==> src/rtl/letter_flow_pkg.sv <==
// Shared constants, types and the injection script for letter_flow_gen.
package letter_flow_pkg;

    // ASCII characters used by the generator and its script
    localparam logic [7:0] ASCII_SPACE = 8'h20;
    localparam logic [7:0] ASCII_CAP_I = 8'h49;
    localparam logic [7:0] ASCII_CAP_L = 8'h4C;
    localparam logic [7:0] ASCII_CAP_Y = 8'h59;
    localparam logic [7:0] ASCII_LOW_O = 8'h6F;
    localparam logic [7:0] ASCII_LOW_V = 8'h76;
    localparam logic [7:0] ASCII_LOW_E = 8'h65;
    localparam logic [7:0] ASCII_LOW_U = 8'h75;

    localparam logic [7:0] CAP_BASE = 8'h41;
    localparam logic [7:0] LOW_BASE = 8'h61;

    // Galois right-shift tap mask shared by both LFSRs
    localparam logic [15:0] LFSR_TAPS = 16'hB400;

    // Script is ten steps long; index of the final step
    localparam logic [3:0] SCRIPT_LAST = 4'd9;

    typedef enum logic {
        RAND,
        INJ
    } state_t;

    typedef enum logic [1:0] {
        LANE_NONE,
        LANE_CAP,
        LANE_LOW
    } lane_t;

    typedef struct packed {
        lane_t      lane;
        logic [7:0] ch;
    } script_step_t;

    // One Galois step of a 16-bit right-shift LFSR
    function automatic logic [15:0] lfsr_advance(input logic [15:0] cur);
        return (cur >> 1) ^ (cur[0] ? LFSR_TAPS : 16'h0000);
    endfunction

    // An all-zero seed would lock the LFSR, so it is promoted to 1
    function automatic logic [15:0] seed_fix(input logic [15:0] seed);
        return (seed == 16'h0000) ? 16'h0001 : seed;
    endfunction

    // Script walking a checker from "wait for I" through "I Love You"
    function automatic script_step_t script_step(input logic [3:0] idx);
        script_step_t s;
        s.lane = LANE_NONE;
        s.ch   = ASCII_SPACE;
        case (idx)
            4'd0: begin s.lane = LANE_CAP; s.ch = ASCII_CAP_I; end
            4'd2: begin s.lane = LANE_CAP; s.ch = ASCII_CAP_L; end
            4'd3: begin s.lane = LANE_LOW; s.ch = ASCII_LOW_O; end
            4'd4: begin s.lane = LANE_LOW; s.ch = ASCII_LOW_V; end
            4'd5: begin s.lane = LANE_LOW; s.ch = ASCII_LOW_E; end
            4'd7: begin s.lane = LANE_CAP; s.ch = ASCII_CAP_Y; end
            4'd8: begin s.lane = LANE_LOW; s.ch = ASCII_LOW_O; end
            4'd9: begin s.lane = LANE_LOW; s.ch = ASCII_LOW_U; end
            default: begin s.lane = LANE_NONE; s.ch = ASCII_SPACE; end
        endcase
        return s;
    endfunction

endpackage

==> src/rtl/letter_flow_gen_lfsr16_letter.sv <==
// 16-bit Galois LFSR exposing its next value and a 0..25 letter index.
module lfsr16_letter
    import letter_flow_pkg::*;
#(
    parameter logic [15:0] SEED = 16'h0001
) (
    input  logic        clk,
    input  logic        rst_n,
    input  logic        load,
    input  logic        step,
    output logic [15:0] next_val,
    output logic [4:0]  letter_idx
);

    localparam logic [15:0] SEED_EFF = seed_fix(SEED);

    logic [15:0] lfsr_q;

    // Next value and letter index derived from it (folded into 0..25)
    always_comb begin
        next_val   = lfsr_advance(lfsr_q);
        letter_idx = (next_val[4:0] >= 5'd26) ? (next_val[4:0] - 5'd26) : next_val[4:0];
    end

    // LFSR register: reload has priority over stepping
    always_ff @(posedge clk or negedge rst_n) begin
        if (!rst_n) begin
            lfsr_q <= SEED_EFF;
        end else if (load) begin
            lfsr_q <= SEED_EFF;
        end else if (step) begin
            lfsr_q <= next_val;
        end
    end

endmodule

==> src/rtl/letter_flow_gen.sv <==
// Two-lane ASCII letter source with an injectable "I Love You" script.
module letter_flow_gen
    import letter_flow_pkg::*;
#(
    parameter logic [15:0] SEED_CAP = 16'hACE1,
    parameter logic [15:0] SEED_LOW = 16'h1D2B,
    parameter int unsigned STEP_CYC = 1
) (
    input  logic       clk,
    input  logic       rst_n,
    input  logic       en,
    input  logic       seed_load,
    input  logic       inject,
    output logic [7:0] cap_flow,
    output logic [7:0] low_flow,
    output logic       inj_busy,
    output logic       inj_done
);

    localparam logic [3:0] HOLD_LAST = 4'(STEP_CYC - 1);

    state_t       state_q, state_d;
    logic [3:0]   step_q, step_d;
    logic [3:0]   hold_q, hold_d;
    logic [7:0]   cap_d, low_d;
    logic         done_d;
    logic         lfsr_step;
    logic [4:0]   cap_idx, low_idx;
    logic [15:0]  cap_next_unused, low_next_unused;
    logic [7:0]   rand_cap, rand_low;
    logic         show_script;
    logic [3:0]   show_idx;
    script_step_t cur_step;

    assign lfsr_step = en && !seed_load;

    lfsr16_letter #(.SEED(SEED_CAP)) u_lfsr_cap (
        .clk        (clk),
        .rst_n      (rst_n),
        .load       (seed_load),
        .step       (lfsr_step),
        .next_val   (cap_next_unused),
        .letter_idx (cap_idx)
    );

    lfsr16_letter #(.SEED(SEED_LOW)) u_lfsr_low (
        .clk        (clk),
        .rst_n      (rst_n),
        .load       (seed_load),
        .step       (lfsr_step),
        .next_val   (low_next_unused),
        .letter_idx (low_idx)
    );

    assign inj_busy = (state_q == INJ);

    // Random letters for this cycle, taken from the LFSRs' next values
    always_comb begin
        rand_cap = CAP_BASE + {3'b000, cap_idx};
        rand_low = LOW_BASE + {3'b000, low_idx};
    end

    // Next state, step/hold counters and lane contents
    always_comb begin
        state_d     = state_q;
        step_d      = step_q;
        hold_d      = hold_q;
        cap_d       = cap_flow;
        low_d       = low_flow;
        done_d      = 1'b0;
        show_script = 1'b0;
        show_idx    = step_q;
        cur_step    = script_step(4'd0);

        if (seed_load) begin
            state_d = RAND;
            step_d  = '0;
            hold_d  = '0;
        end else if (en) begin
            cap_d = rand_cap;
            low_d = rand_low;
            unique case (state_q)
                RAND: begin
                    if (inject) begin
                        state_d     = INJ;
                        step_d      = '0;
                        hold_d      = '0;
                        show_script = 1'b1;
                        show_idx    = '0;
                    end
                end
                INJ: begin
                    if (hold_q == HOLD_LAST) begin
                        hold_d = '0;
                        if (step_q == SCRIPT_LAST) begin
                            state_d = RAND;
                            step_d  = '0;
                            done_d  = 1'b1;
                        end else begin
                            step_d      = step_q + 4'd1;
                            show_script = 1'b1;
                            show_idx    = step_q + 4'd1;
                        end
                    end else begin
                        hold_d      = hold_q + 4'd1;
                        show_script = 1'b1;
                        show_idx    = step_q;
                    end
                end
            endcase

            // The scripted lane overrides its random letter; the other lane stays random
            if (show_script) begin
                cur_step = script_step(show_idx);
                case (cur_step.lane)
                    LANE_CAP: cap_d = cur_step.ch;
                    LANE_LOW: low_d = cur_step.ch;
                    default:  ;
                endcase
            end
        end
    end

    // State, counters and registered outputs
    always_ff @(posedge clk or negedge rst_n) begin
        if (!rst_n) begin
            state_q  <= RAND;
            step_q   <= '0;
            hold_q   <= '0;
            cap_flow <= ASCII_SPACE;
            low_flow <= ASCII_SPACE;
            inj_done <= 1'b0;
        end else begin
            state_q  <= state_d;
            step_q   <= step_d;
            hold_q   <= hold_d;
            cap_flow <= cap_d;
            low_flow <= low_d;
            inj_done <= done_d;
        end
    end

endmodule

==> config.mk <==
export PLATFORM = sky130hd
export DESIGN_NAME = letter_flow_gen
export DESIGN_NICKNAME = d
export VERILOG_FILES = /design/src/rtl/letter_flow_pkg.sv /design/src/rtl/letter_flow_gen_lfsr16_letter.sv /design/src/rtl/letter_flow_gen.sv
export SDC_FILE = /design/constraint.sdc
export NUM_CORES = 1
export LEC_CHECK = 0
export CORE_ASPECT_RATIO = 1.4
export CORE_MARGIN = 2
export CORE_UTILIZATION = 51
export CTS_CLUSTER_DIAMETER = 80
export DETAILED_ROUTE_END_ITERATION = 8
export GPL_ROUTABILITY_DRIVEN = 0
export MAX_ROUTING_LAYER = met4
export PLACE_DENSITY = 0.72
export SLEW_MARGIN = 40
export SYNTH_ARGS = -nofsm -noshare
export SYNTH_HDL_FRONTEND = slang
export SYNTH_SLANG_ARGS = --single-unit
==> constraint.sdc <==
create_clock -name clk -period 3.3 [get_ports clk]
set_input_delay 0.825 -clock clk [delete_from_list [all_inputs] [get_ports clk]]
set_output_delay 0.825 -clock clk [all_outputs]
set_load 0.1 [all_outputs]
## Word level (Yosys, flattened, before mapping)

Memory sizes are Yosys's and may differ from the RTL's.
Cells that the tools add are included.

- Register bits: 58
- ROM bits: 144
- Logic and storage cells: 77
- Memories: 1

Memories:

| memory | depth | width | read ports | clocked after memory_dff | wr ports | RTL line | RTL |
|---|---|---|---|---|---|---|---|
| (no name shown) | 16 | 9 | 1 | 0 | 0 | letter_flow_pkg.sv:54 | `case (idx)` |

- Add/sub/neg operators: 6
- Magnitude comparators: 2
- Eq/ne operators: 5
- Mux-type cells: 43
- Bitwise gates (word level): 4
- Reduce and logical (&&, ||, !) cells: 8

Operators with widths:

| operator | count |
|---|---|
| $mux 16 | 6 |
| $mux 4 | 13 |
| $mux 8 | 4 |
| $xor 15x16->16 | 2 |
| $mux 10 | 3 |
| $pmux 4 s2 | 3 |
| $add 7x5->8 const A | 2 |
| $mux 1 | 11 |
| $ge 5x5->1 const B | 2 |
| $mux 5 | 2 |
| $sub 5x5->5 const B | 2 |
| $add 4x1->4 const B | 2 |
| $reduce_and 2->1 | 3 |
| $eq 4x4->1 const B | 1 |
| $logic_not 4->1 | 1 |
| $reduce_bool 2->1 | 2 |
| $ne 3x2->1 const B | 1 |
| $ne 3x3->1 const B | 1 |
| $eq 2x1->1 const B | 1 |
| $eq 2x2->1 const B | 1 |
| $not 1->1 | 2 |
| $pmux 1 s2 | 1 |
| $logic_and 1x1->1 | 1 |
| $logic_not 1->1 | 1 |

## Longest topological paths before layout

An unclocked memory read counts as a cell.

- Word-level depth: 13
- Depth in mapped cells: 14
- Gate-level depth less buffers: 13

## Cells and area by module

Synthesis repeated with hierarchy kept, for this count alone.

- Cells, all modules: 376
- Area total of the unflattened synthesis: 3607.2 um2

By module, submodules not included:

| module | times used | cells each | area an instance (um2) | seq. area each (um2) |
|---|---|---|---|---|
| letter_flow_gen | 1 | 208 | 1834.3 | 628.1 |
| lfsr16_letter at u_lfsr_cap | 1 | 85 | 899.6 | 410.4 |
| lfsr16_letter at u_lfsr_low | 1 | 83 | 873.3 | 410.4 |

## Worst setup path before layout

No wires, ideal clock.

- Path type: reg2reg
- Start: register state_q (netlist: inj_busy)
- End: register low_flow[2]
- Library setup time: 126 ps
- Arrival time: 2973 ps
- Data required time: 3174 ps
- Setup slack: 201 ps
- Stages on the path, launching flop included: 9
- Buffers on the path: 0
- Period minus slack after synthesis: 3099 ps
- Path through: dfrtp_1 -> inv_1 -> o31ai_1 -> ha_1 -> nor3b_1 -> a211oi_1 -> o211ai_4 -> nor3_1 -> a221o_2

- Word-level cells in the longest chain between the ends: 11
- Elaborated cells on any way between the ends: 14
- Those cells by class: eq/ne (1); mux (11); bitwise (1); memory (1)

RTL lines:

| element | RTL line | RTL |
|---|---|---|
| from (decl) | letter_flow_gen.sv:22 | `state_t state_q, state_d;` |
| from (signal assigned) | letter_flow_gen.sv:134 | `state_q <= state_d;` |
| $not 1->1 | -- |  |
| $pmux 4 s2 | letter_flow_gen.sv:82 | `unique case (state_q)` |
| $mux 4 | letter_flow_gen.sv:79 | `end else if (en) begin` |
| $mux 4 | letter_flow_gen.sv:75 | `if (seed_load) begin` |
| $mem_v2 16x9 | -- |  |
| $mux 10 | letter_flow_gen.sv:113 | `if (show_script) begin` |
| $mux 10 | letter_flow_gen.sv:79 |  |
| $mux 10 | letter_flow_gen.sv:75 |  |
| $eq 2x2->1 | letter_flow_gen.sv:115 | `case (cur_step.lane)` |
| $mux 8 | letter_flow_gen.sv:115 |  |
| $mux 8 * | letter_flow_gen.sv:113 |  |
| to (signal assigned) | letter_flow_gen.sv:138 | `low_flow <= low_d;` |
| to (decl) | letter_flow_gen.sv:15 | `output logic [7:0] low_flow,` |

Mark *: on every way between the ends. The rest lies on a longest branch, timed or not. The select of a mux whose other input is x is not followed.
A chain may end at the register's enable or synchronous reset.

## Worst setup path after layout

- Start: register step_q[1]
- End: register cap_flow[0]

- Word-level cells in the longest chain between the ends: 13
- Elaborated cells on any way between the ends: 20
- Those cells by class: add/sub (1); eq/ne (2); mux (16); memory (1)

RTL lines:

| element | RTL line | RTL |
|---|---|---|
| from (decl) | letter_flow_gen.sv:23 | `logic [3:0] step_q, step_d;` |
| from (signal assigned) | letter_flow_gen.sv:135 | `step_q <= step_d;` |
| $add 4x1->4 / $eq 4x4->1 (equally long branches) | letter_flow_gen.sv:102, letter_flow_gen.sv:95 |  |
| $mux 4 | letter_flow_gen.sv:95 | `if (step_q == SCRIPT_LAST) begin` |
| $mux 4 | letter_flow_gen.sv:93 | `if (hold_q == HOLD_LAST) begin` |
| $pmux 4 s2 | letter_flow_gen.sv:82 |  |
| $mux 4 | letter_flow_gen.sv:79 |  |
| $mux 4 | letter_flow_gen.sv:75 |  |
| $mem_v2 16x9 | -- |  |
| $mux 10 | letter_flow_gen.sv:113 |  |
| $mux 10 | letter_flow_gen.sv:79 |  |
| $mux 10 | letter_flow_gen.sv:75 |  |
| $eq 2x1->1 | letter_flow_gen.sv:115 |  |
| $mux 8 | letter_flow_gen.sv:115 |  |
| $mux 8 * | letter_flow_gen.sv:113 |  |
| to (signal assigned) | letter_flow_gen.sv:137 | `cap_flow <= cap_d;` |
| to (decl) | letter_flow_gen.sv:14 | `output logic [7:0] cap_flow,` |

Marks and branches as above.

==> summary.txt <==
Outcome
  – Status: complete, no violations

Yosys
  – Post-synthesis async set-or-reset flop share: 1.000
  – Ys flop type: dfrtp_1
  – Yosys top cell area share: 0.2877
  – Synth top area cells: dfrtp_1, dfstp_2, mux2i_1
  – Cell taking the most area after synthesis: dfrtp_1
  – Post-Syn Area per Cell: between 9 and 10 um2
  – EDFF count, synth: 0
  – Seq/Total Area, Yosys: 0.4271
  – Syn Nets: 378
  – Yosys reg bits: 57
  – Mapped Area: 0.003392 mm2
  – Unique masters post-synth: 63
  – Ys Warns: 0
  – Cell count after synthesis: around 360

Floorplanning
  – # rows: 35
  – Core Box Area: 0.006525 mm2
  – Initial Util: 0.5198
  – Die footprint: about 0.0073 mm2
  – Chip height: between 100 and 150 um
  – Die Span X: ~73 um
  – # IOs: 23

Layout
  – Layout cells sized above 1: 0.2154
  – Layout area overhead: 14.50%
  – Filler-free cell count of the finished design: ~460
  – Nets@finish: 405
  – N_diodes: 0
  – Filler cell count: about 570

Placement
  – Port Buffer Count: 21
  – Placed cells: between 400 and 500
  – HPWL Detailed: just under 5 mm
  – Setup WS pre-CTS: about 45 ps

Power
  – PwrDens: 508.2 mW/mm2
  – Clk pwr share: 0.378
  – Net switching power: around 660 uW
  – P_int: about 1300 uW
  – Comb pwr share: 0.218
  – Seq pwr share: 0.404
  – Sw frac: 0.3350
  – Static leakage: between 0.0015 and 0.002 uW
  – Peak supply drop: 0.0002846 V

Clock tree
  – Clock Sinks: 57
  – Clk pin slew, worst setup/hold paths: roughly 80 ps
  – Cts bufs inserted: 9
  – Clock tree from TritonCTS: yes
  – CTS Buffer Depth: 2
  – CTS H-Tree Depth: 3
  – Clk root buf: clkbuf_8
  – Clock latency on the worst-skew pair: around 350 ps

Drt
  – Routed WL per cell: 14.95 um
  – Vias per cell: 5.765
  – DR vias: 2675
  – WL final: a little under 7 mm
  – DRC: 0
  – DRT iter0 DRCs: 130
  – First-pass DRT Iterations: 6
  – Antenna-violating nets left: 0

Global route
  – Initial antenna violation count: 0
  – Pin count of the biggest net entering global routing: 46
  – Grt ovf: 0
  – Global-route wire length before repair: 11.86 mm
  – Gr usage total: 0.2166
  – Vias in the first global route: roughly 2600

Timing
  – Max-slew violations: 0
  – Peak Freq: approximately 320 MHz
  – RSZ-0062 raised after global routing: false
  – Setup_tns: 0 ps
  – Worst Tran Pin Value: between 500 and 600 ps
  – Final period util: 0.9413
  – Hold Fails Final Rpt: 0
  – Setup ws final: 193.6 ps
  – Slew margin rel.: 0.6270
  – Final min period: 3106 ps
  – # setup viols final: 0
  – Final Skew: about 11 ps

Setup path
  – Critical Path RT: about 3500 ps
  – Critical path class: reg -> reg
  – Critical Path AT: 3330 ps
  – Worst Path Buf+Inv: 3
  – CP Max Fanout: 9
  – Startpoint Class: flip-flop
  – CP top delay family: compound AO/OA/AOI/OAI gates
  – CP peak stage delay: around 450 ps
  – Worst path slowest cell: dfrtp_1
  – Worst path cell trace: inv_1 > ha_1 > nand3b_1 > ha_1 > mux2i_1 > a22oi_1 > inv_1 > ha_1 > o21ai_0 > o211ai_4 > nand3b_1 > buf_4 > a22oi_1 > o21ai_0
  – Cell mode on critical path: ha_1
  – CP Capture Type: flip-flop

Hold path
  – HP Class: in -> async

Run
  – Max cap viols: 0
==> metrics by stage <==
step / instance area (um2) / hold slack [ps] / utilization / power, uW
6_report: 3884 / 461.4 / 0.5952 / 1974
3_5_place_dp: 3640 / 479.5 / 0.5578 / 1238
3_3_place_gp: 3640 / 470.4 / 0.5578 / 1231
2_1_floorplan: 3392 / 467.9 / - / 1130
5_1_grt: 3884 / 480.0 / 0.5952 / 2063
4_1_cts: 3865 / 460.3 / 0.5923 / 1992
==> per-layer routing <==
layer / global-route usage / routed length [um] / up-vias
met5: - / 0 / -
met4: 0.09117 / 173 / 0
met3: 0.05500 / 259 / 18
met2: 0.3469 / 3482 / 54
met1: 0.2576 / 3022 / 1289
li1: - / - / 1314
==> power groups by stage <==
| stage | Sequential (uW) | Combinational (uW) | Clock [uW] |
|---|---|---|---|
| after detailed placement | 810 | 428 | 0 |
| after CTS | 798 | 431 | 764 |
| final | 797 | 430 | 746 |
| after global placement | 808 | 423 | 0 |
| after floorplan | 961 | 169 | 0 |
| after global routing | 804 | 465 | 795 |
==> worst paths after layout <==
check | cells past startpoint | slack [ps] | endpoint | startpoint
max reg2reg | 14 | 190 | cap_flow[0]$_DFFE_PN0P_ | step_q[1]$_DFFE_PN0P_
min reg2reg | 2 | 490 | low_flow[7]$_DFFE_PN0P_ | low_flow[7]$_DFFE_PN0P_
max in group asynchronous | 2 | 2430 | u_lfsr_cap.lfsr_q[7]$_DFFE_PN1P_ | rst_n
max | 14 | 190 | cap_flow[0]$_DFFE_PN0P_ | step_q[1]$_DFFE_PN0P_
min | 2 | 460 | cap_flow[4]$_DFFE_PN0P_ | rst_n
min in group clk | 2 | 490 | low_flow[7]$_DFFE_PN0P_ | low_flow[7]$_DFFE_PN0P_
==> cells in the mapped netlist (all sizes together), types with 2 or more instances <==
library cell and n:
nand2 48, dfrtp 39, nor2 35, mux2i 26
o21ai 20, dfstp 18, nand3 16, ha 15
clkbuf 14, inv 14, o211ai 11, xnor2 11
a21oi 8, buf 7, nor3 6, a211oi 5
nand2b 5, nor3b 5, a22oi 4, xor2 4
a221o 3, and3 3, nor2b 3, o31ai 3
a21o 2, and2 2, clkinv 2, nand3b 2
nand4 2, o221ai 2, or2b 2, or3b 2
or4 2
==> cell usage in the layout, fill, tap and decap left out, types with 5 or more instances in the layout <==
master	instances
nand2b_1	5
clkbuf_8	9
dfstp_2	18
nand2_1	48
inv_1	14
ha_1	15
a211oi_1	5
nor3_1	6
nand3_1	16
dfrtp_1	39
a21oi_1	8
nor2_1	34
buf_4	33
xnor2_1	11
o211ai_1	9
o21ai_0	20
mux2i_1	26
==> flip-flops by register name, summed over array words and instances (netlist names) <==
| register | flops |
|---|---|
| cap_flow | 7 |
| hold_q | 4 |
| inj_busy | 1 |
| inj_done | 1 |
| low_flow | 8 |
| step_q | 4 |
| u_lfsr_cap.lfsr_q | 16 |
| u_lfsr_low.lfsr_q | 16 |
==> repair_timing <==
action | 4_1_cts | 5_1_grt
hold buffers | 0 | 0
buffers inserted | 0 | 1
endpoints found under the setup margin | 0 | 13
resized for setup | 0 | 2
endpoints found under the hold margin | 0 | 0
==> logic make-up (layout without fill, tap and decap cells) <==
kind of cell | Yosys count | in the layout | share of synthesized area
other cells | 1 | 1 | 0.001106
compound gates | 71 | 71 | 0.1538
mux | 26 | 26 | 0.07672
fa+ha+maj | 15 | 15 | 0.05533
flops | 57 | 57 | 0.4271
simple gates | 136 | 136 | 0.1940
xor+xnor | 15 | 15 | 0.03873
buf+inv | 37 | 69 | 0.05311
==> area by class of cell <==
| type | instances | area [um2] | share of cell area |
|---|---|---|---|
| clock buffer | 9 | 123.9 | 0.03189 |
| sequential | 57 | 1449 | 0.3731 |
| timing repair buffer | 37 | 277.8 | 0.07152 |
| tap | 74 | 92.59 | 0.02384 |
| multi-input combinational | 264 | 1774 | 0.4568 |
| inverter | 16 | 65.06 | 0.01675 |
| clock inverter | 7 | 101.3 | 0.02610 |
No activity file was read; power rests on OpenSTA's default activity.
